### src/rtl/alu_cmd_engine.sv
// alu_cmd_engine: FIFO-buffered command front-end for the 3-bit-opcode ALU with accumulator chaining
module alu_cmd_engine #(
  parameter int WIDTH = 8,
  parameter int DEPTH = 4,
  parameter int CNT_W = 16
) (
  input  logic                       clk,
  input  logic                       rst,
  input  logic                       cmd_valid,
  output logic                       cmd_ready,
  input  logic [2:0]                 cmd_op,
  input  logic [WIDTH-1:0]           cmd_a,
  input  logic [WIDTH-1:0]           cmd_b,
  input  logic                       cmd_acc,
  output logic                       rsp_valid,
  input  logic                       rsp_ready,
  output logic [WIDTH:0]             rsp_out,
  output logic                       rsp_zero,
  output logic [$clog2(DEPTH):0]     fifo_count,
  output logic [CNT_W-1:0]           op_count
);
  localparam int AW = $clog2(DEPTH);
  typedef struct packed {
    logic [2:0]       op;
    logic             acc;
    logic [WIDTH-1:0] a;
    logic [WIDTH-1:0] b;
  } cmd_t;
  cmd_t             mem_q [DEPTH];
  cmd_t             head;
  logic [AW-1:0]    wr_q, rd_q;
  logic [AW:0]      cnt_q;
  logic [WIDTH-1:0] acc_q, opa;
  logic [WIDTH:0]   out_q, res_d, ae, be;
  logic             valid_q, zero_q, push, issue;
  logic [CNT_W-1:0] ops_q;
  // DEPTH is a power of two, so the count's top bit alone marks a full FIFO
  assign cmd_ready  = !rst && !cnt_q[AW];
  assign push       = cmd_valid && cmd_ready;
  assign issue      = (cnt_q != '0) && (!valid_q || rsp_ready);
  assign head       = mem_q[rd_q];
  assign opa        = head.acc ? acc_q : head.a;
  assign ae         = {1'b0, opa};
  assign be         = {1'b0, head.b};
  assign rsp_valid  = valid_q;
  assign rsp_out    = out_q;
  assign rsp_zero   = zero_q;
  assign fifo_count = cnt_q;
  assign op_count   = ops_q;
  always_comb begin
    res_d = '0;
    case (head.op)
      3'd0:    res_d = ae + be;
      3'd1:    res_d = ae - be;
      3'd2:    res_d = ae | be;
      3'd3:    res_d = ae & be;
      3'd4:    res_d = ae ^ be;
      3'd5:    res_d = {1'b0, ~(opa | head.b)};
      3'd6:    res_d = {1'b0, ~(opa & head.b)};
      default: res_d = {1'b0, ~(opa ^ head.b)};
    endcase
  end
  always_ff @(posedge clk) begin
    if (push) mem_q[wr_q] <= '{op: cmd_op, acc: cmd_acc, a: cmd_a, b: cmd_b};
  end
  always_ff @(posedge clk or posedge rst) begin
    if (rst) begin
      wr_q    <= '0;
      rd_q    <= '0;
      cnt_q   <= '0;
      acc_q   <= '0;
      out_q   <= '0;
      zero_q  <= 1'b0;
      valid_q <= 1'b0;
      ops_q   <= '0;
    end else begin
      if (push) wr_q <= wr_q + AW'(1);
      cnt_q <= cnt_q + (AW+1)'(push) - (AW+1)'(issue);
      if (issue) begin
        rd_q    <= rd_q + AW'(1);
        acc_q   <= res_d[WIDTH-1:0];
        out_q   <= res_d;
        zero_q  <= (res_d[WIDTH-1:0] == '0);
        valid_q <= 1'b1;
        ops_q   <= ops_q + CNT_W'(1);
      end else if (rsp_ready) begin
        valid_q <= 1'b0;
      end
    end
  end
endmodule

### config.mk
export PLATFORM = sky130hd
export DESIGN_NAME = alu_cmd_engine
export DESIGN_NICKNAME = d
export VERILOG_FILES = /design/src/rtl/alu_cmd_engine.sv
export SDC_FILE = /design/constraint.sdc
export NUM_CORES = 1
export LEC_CHECK = 0
export BUFFER_PORTS_ARGS = -buffer_cell sky130_fd_sc_hd__clkbuf_2
export CAP_MARGIN = 15
export CORE_MARGIN = 2
export CORE_UTILIZATION = 24
export DETAILED_ROUTE_END_ITERATION = 10
export GPL_ROUTABILITY_DRIVEN = 0
export MAX_ROUTING_LAYER = met4
export PLACE_DENSITY_LB_ADDON = 0.15
export SETUP_SLACK_MARGIN = 0.1
export SYNTH_ARGS = -nofsm -noshare
export SYNTH_HDL_FRONTEND = slang
export SYNTH_SLANG_ARGS = --single-unit
### constraint.sdc
create_clock -name clk -period 4.9 [get_ports clk]
set_clock_uncertainty 0.2 [all_clocks]
set_input_delay 0.735 -clock clk [delete_from_list [all_inputs] [get_ports clk]]
set_output_delay 0.735 -clock clk [all_outputs]
set_load 0.02 [all_outputs]
==> summary.md <==
| Metric | Value |
|---|---|
| Pint | `~3.1 mW` |
| Avg Inst Size Synth | `approximately 13 µm²` |
| Worst Tran Pin Value | `0.984 ns` |
| Top Ports | `between 50 and 60` |
| Port Buffers | `54` |
| Clk sink count | `roughly 110` |
| Worst VDD drop | `~0.23 mV` |
| Area growth, synth to finish | `20.9%` |
| Largest net degree at the start of global routing | `35` |
| Slew Viols, Final | `0` |
| CTS root buf | `clkbuf_16` |
| Final setup viols | `0` |
| Switch share | `between 40 and 50%` |
| Sequential cell area | `roughly 3300 µm²` |
| Die area | `roughly 26000 µm²` |
| Startpoint types | `flip-flop` |
| Worst setup EP type | `flip-flop` |
| H-tree lvl count | `4` |
| Footprint of the multi-input gates | `roughly 2400 µm²` |
| Layout cells sized above 1 | `between 20% and 30%` |
| Avg WL per Cell | `between 15 and 20 µm` |
| Register bit total from synthesis | `between 100 and 150` |
| Status | `finished, final reports clean` |
| Grt total ovfl | `0` |
| Diodes inserted | `0` |
| CORE AREA | `24200 µm²` |
| DP Wirelength | `roughly 11 mm` |
| Effective utilization at floorplan | `between 20% and 30%` |
| Clock share of power | `22.1%` |
| First-pass GRT wire length | `between 20 and 25 mm` |
| EDFF count, synth | `80` |
| Hold WC Path Type | `input pin to async pin` |
| Post-synth net total | `around 500` |
| Initial antenna violation count | `0` |
| DR iter-0 viols | `~220` |
| Post-route minimum period | `between 4 and 5 ns` |
| Via density | `about 4.4` |
| # fillers | `2479` |
| LEAKAGE | `around 2.8 nW` |
| Total GRT Usage | `12.1%` |
| P per Cell Area | `roughly 750 nW/µm²` |
| Clk_lat worst skew | `around 0.41 ns` |
| Fmax | `roughly 240 MHz` |
| Post-CTS Setup Bufs | `0` |
| Final hold vios | `0` |
| Reg2reg path depth | `14` |
| # DRC | `0` |
| Worst-path clk slew | `about 0.060 ns` |
| Wirelength, routed | `approximately 14 mm` |
| Yosys cell types | `60` |
| Slew headroom | `between 30% and 40%` |
| Post-route ant nets | `0` |
| Max-cap violations | `0` |
| Critical Path RT | `about 5.0 ns` |
| CTS Buffer Depth | `2` |
| Setup TNS | `0 ns` |
| Die Ht | `~160 µm` |
| Async SR Flop Fraction | `about 30%` |
| Final net count | `about 570` |
| Vias | `between 3000 and 4000` |
| Combinational share of power | `a little over half` |
| Synth Cell Area | `5910 µm²` |
| Number of global-route vias before repair | `roughly 4000` |
| Number of buffers created by CTS | `17` |
| Critical Path Fanout Max | `13` |
| P_sw | `between 2 and 2.5 mW` |
| Kind of critical path | `flip-flop to flip-flop` |
| Tcrit/Tclk final | `a little over four fifths` |
| Util after Layout | `just under 30%` |
| Final Power | `around 5.4 mW` |
| CTS tree | `yes` |
| Primary FF master, synth | `edfxtp_1` |
| RSZ-0062 raised after global routing | `false` |
| Post-synthesis cell count | `approximately 440` |
| Row count | `57` |
| R2r setup slk | `about 0.77 ns` |
| TritonRoute pass-1 iters | `4` |
| Die Wd | `~160 µm` |
| Critical path arrival | `between 4 and 5 ns` |
| Post-synthesis sequential area ratio | `55.0%` |
| Post-CTS Hold Buffers | `0` |
| Flop pwr share | `roughly a quarter` |
| Yosys Warn Count | `0` |
| # resized after CTS | `0` |
[area by class of cell]
| type | instances | area share, % |
|---|---|---|
| clock buffer | 19 | 6.05 |
| clock inverter | 13 | 1.91 |
| inverter | 30 | 1.57 |
| multi-input combinational | 283 | 34.2 |
| sequential | 114 | 45.5 |
| tap | 324 | 5.67 |
| timing repair buffer | 65 | 5.11 |
[logic make-up after synthesis]
kind of cell,Yosys count,share of synthesized area (%)
AO/OA/AOI/OAI,69,8.25
XOR/XNOR,28,4.15
adder cells (fa/ha/maj),34,7.45
buffers and inverters,47,3.66
flip-flops,114,55.0
multiplexers,51,13.4
AND/OR/NAND/NOR,101,8.10
[layout by cell type, fill, tap and decap left out, types with 17 or more instances in the layout]
master and n:
edfxtp_1 80, clkbuf_2 54, nand2_1 34, dfrtp_1 34
ha_1 32, inv_1 30, xnor2_1 23, nor2_1 22
mux2i_1 21, mux4_2 20, clkbuf_16 17
[power groups by stage]
stage | registers [mW] | logic, mW | clock network, mW
2_1_floorplan | 1.40 | 2.08 | 0
3_3_place_gp | 1.39 | 2.80 | 0
3_5_place_dp | 1.39 | 2.83 | 0
6_report | 1.37 | 2.80 | 1.19
4_1_cts | 1.37 | 2.84 | 1.22
5_1_grt | 1.39 | 3.15 | 1.26
[path summary, 6_finish.rpt]
check                                  start       endpoint
worst min-delay path                     rst  fifo_count[2]
worst max-delay path                 rd_q[1]       rsp_zero
worst max register to register       rd_q[1]       rsp_zero
max in group asynchronous                rst   op_count[12]
min in group clk                op_count[15]   op_count[15]
worst min register to register  op_count[15]   op_count[15]
[metrics by stage]
step	cells	setup WS (ns)	cell area, µm²	hold WS (ns)
4_1_cts	848	0.734	7150	0.249
5_1_grt	848	0.435	7150	0.282
3_5_place_dp	816	0.769	6580	0.263
6_report	848	0.767	7150	0.232
3_3_place_gp	816	0.731	6580	0.257
2_1_floorplan	444	0.966	5910	0.378
[flip-flops by register name, indices dropped and copies added, names as in the netlist]
register and flops:
acc_q 7, fifo_count 3, mem_q 80, op_count 16
rd_q 2, rsp_out 2, rsp_valid 1, rsp_zero 1
wr_q 2
[synthesized netlist by cell type (3+ instances only)]
cell	instances	share of area, %
a211oi_1	5	0.63
a21o_1	4	0.51
a21oi_1	12	1.0
a31oi_1	6	0.63
and3_1	6	0.63
buf_2	8	0.68
buf_6	3	0.57
dfrtp_1	34	14
edfxtp_1	80	41
ha_1	32	6.8
inv_1	30	1.9
mux2_2	8	1.5
mux2i_1	21	3.6
mux4_2	20	7.6
nand2_1	34	2.2
nand2b_1	4	0.42
nand3_1	10	0.85
nand4_1	5	0.53
nor2_1	22	1.4
nor3_1	7	0.59
o211ai_1	3	0.38
o21ai_0	13	1.1
or2_2	4	0.42
xnor2_1	23	3.4
xor2_1	5	0.74
[worst max-delay path, cell delays in order, from the launching register on]
cell	delay [ns]
dfrtp_1	0.69
mux2i_1	0.26
mux2_2	0.33
nand2_1	0.17
nor2_1	0.12
buf_4	0.17
mux2_2	0.37
fa_1	0.45
nand2b_1	0.19
a21o_1	0.19
a21oi_1	0.24
mux2i_1	0.12
o22ai_1	0.21
nand4b_1	0.15
o31ai_2	0.19
[per-layer routing]
layer | share of wire [%] | global-route usage, % | vias up
li1 | - | - | 1792
met1 | 48 | 15.5 | 1890
met2 | 48 | 19.3 | 62
met3 | 2.7 | 2.54 | 8
met4 | 0.87 | 3.65 | 0
met5 | 0 | - | -
Note: power is estimated with default switching activity, not from simulation.
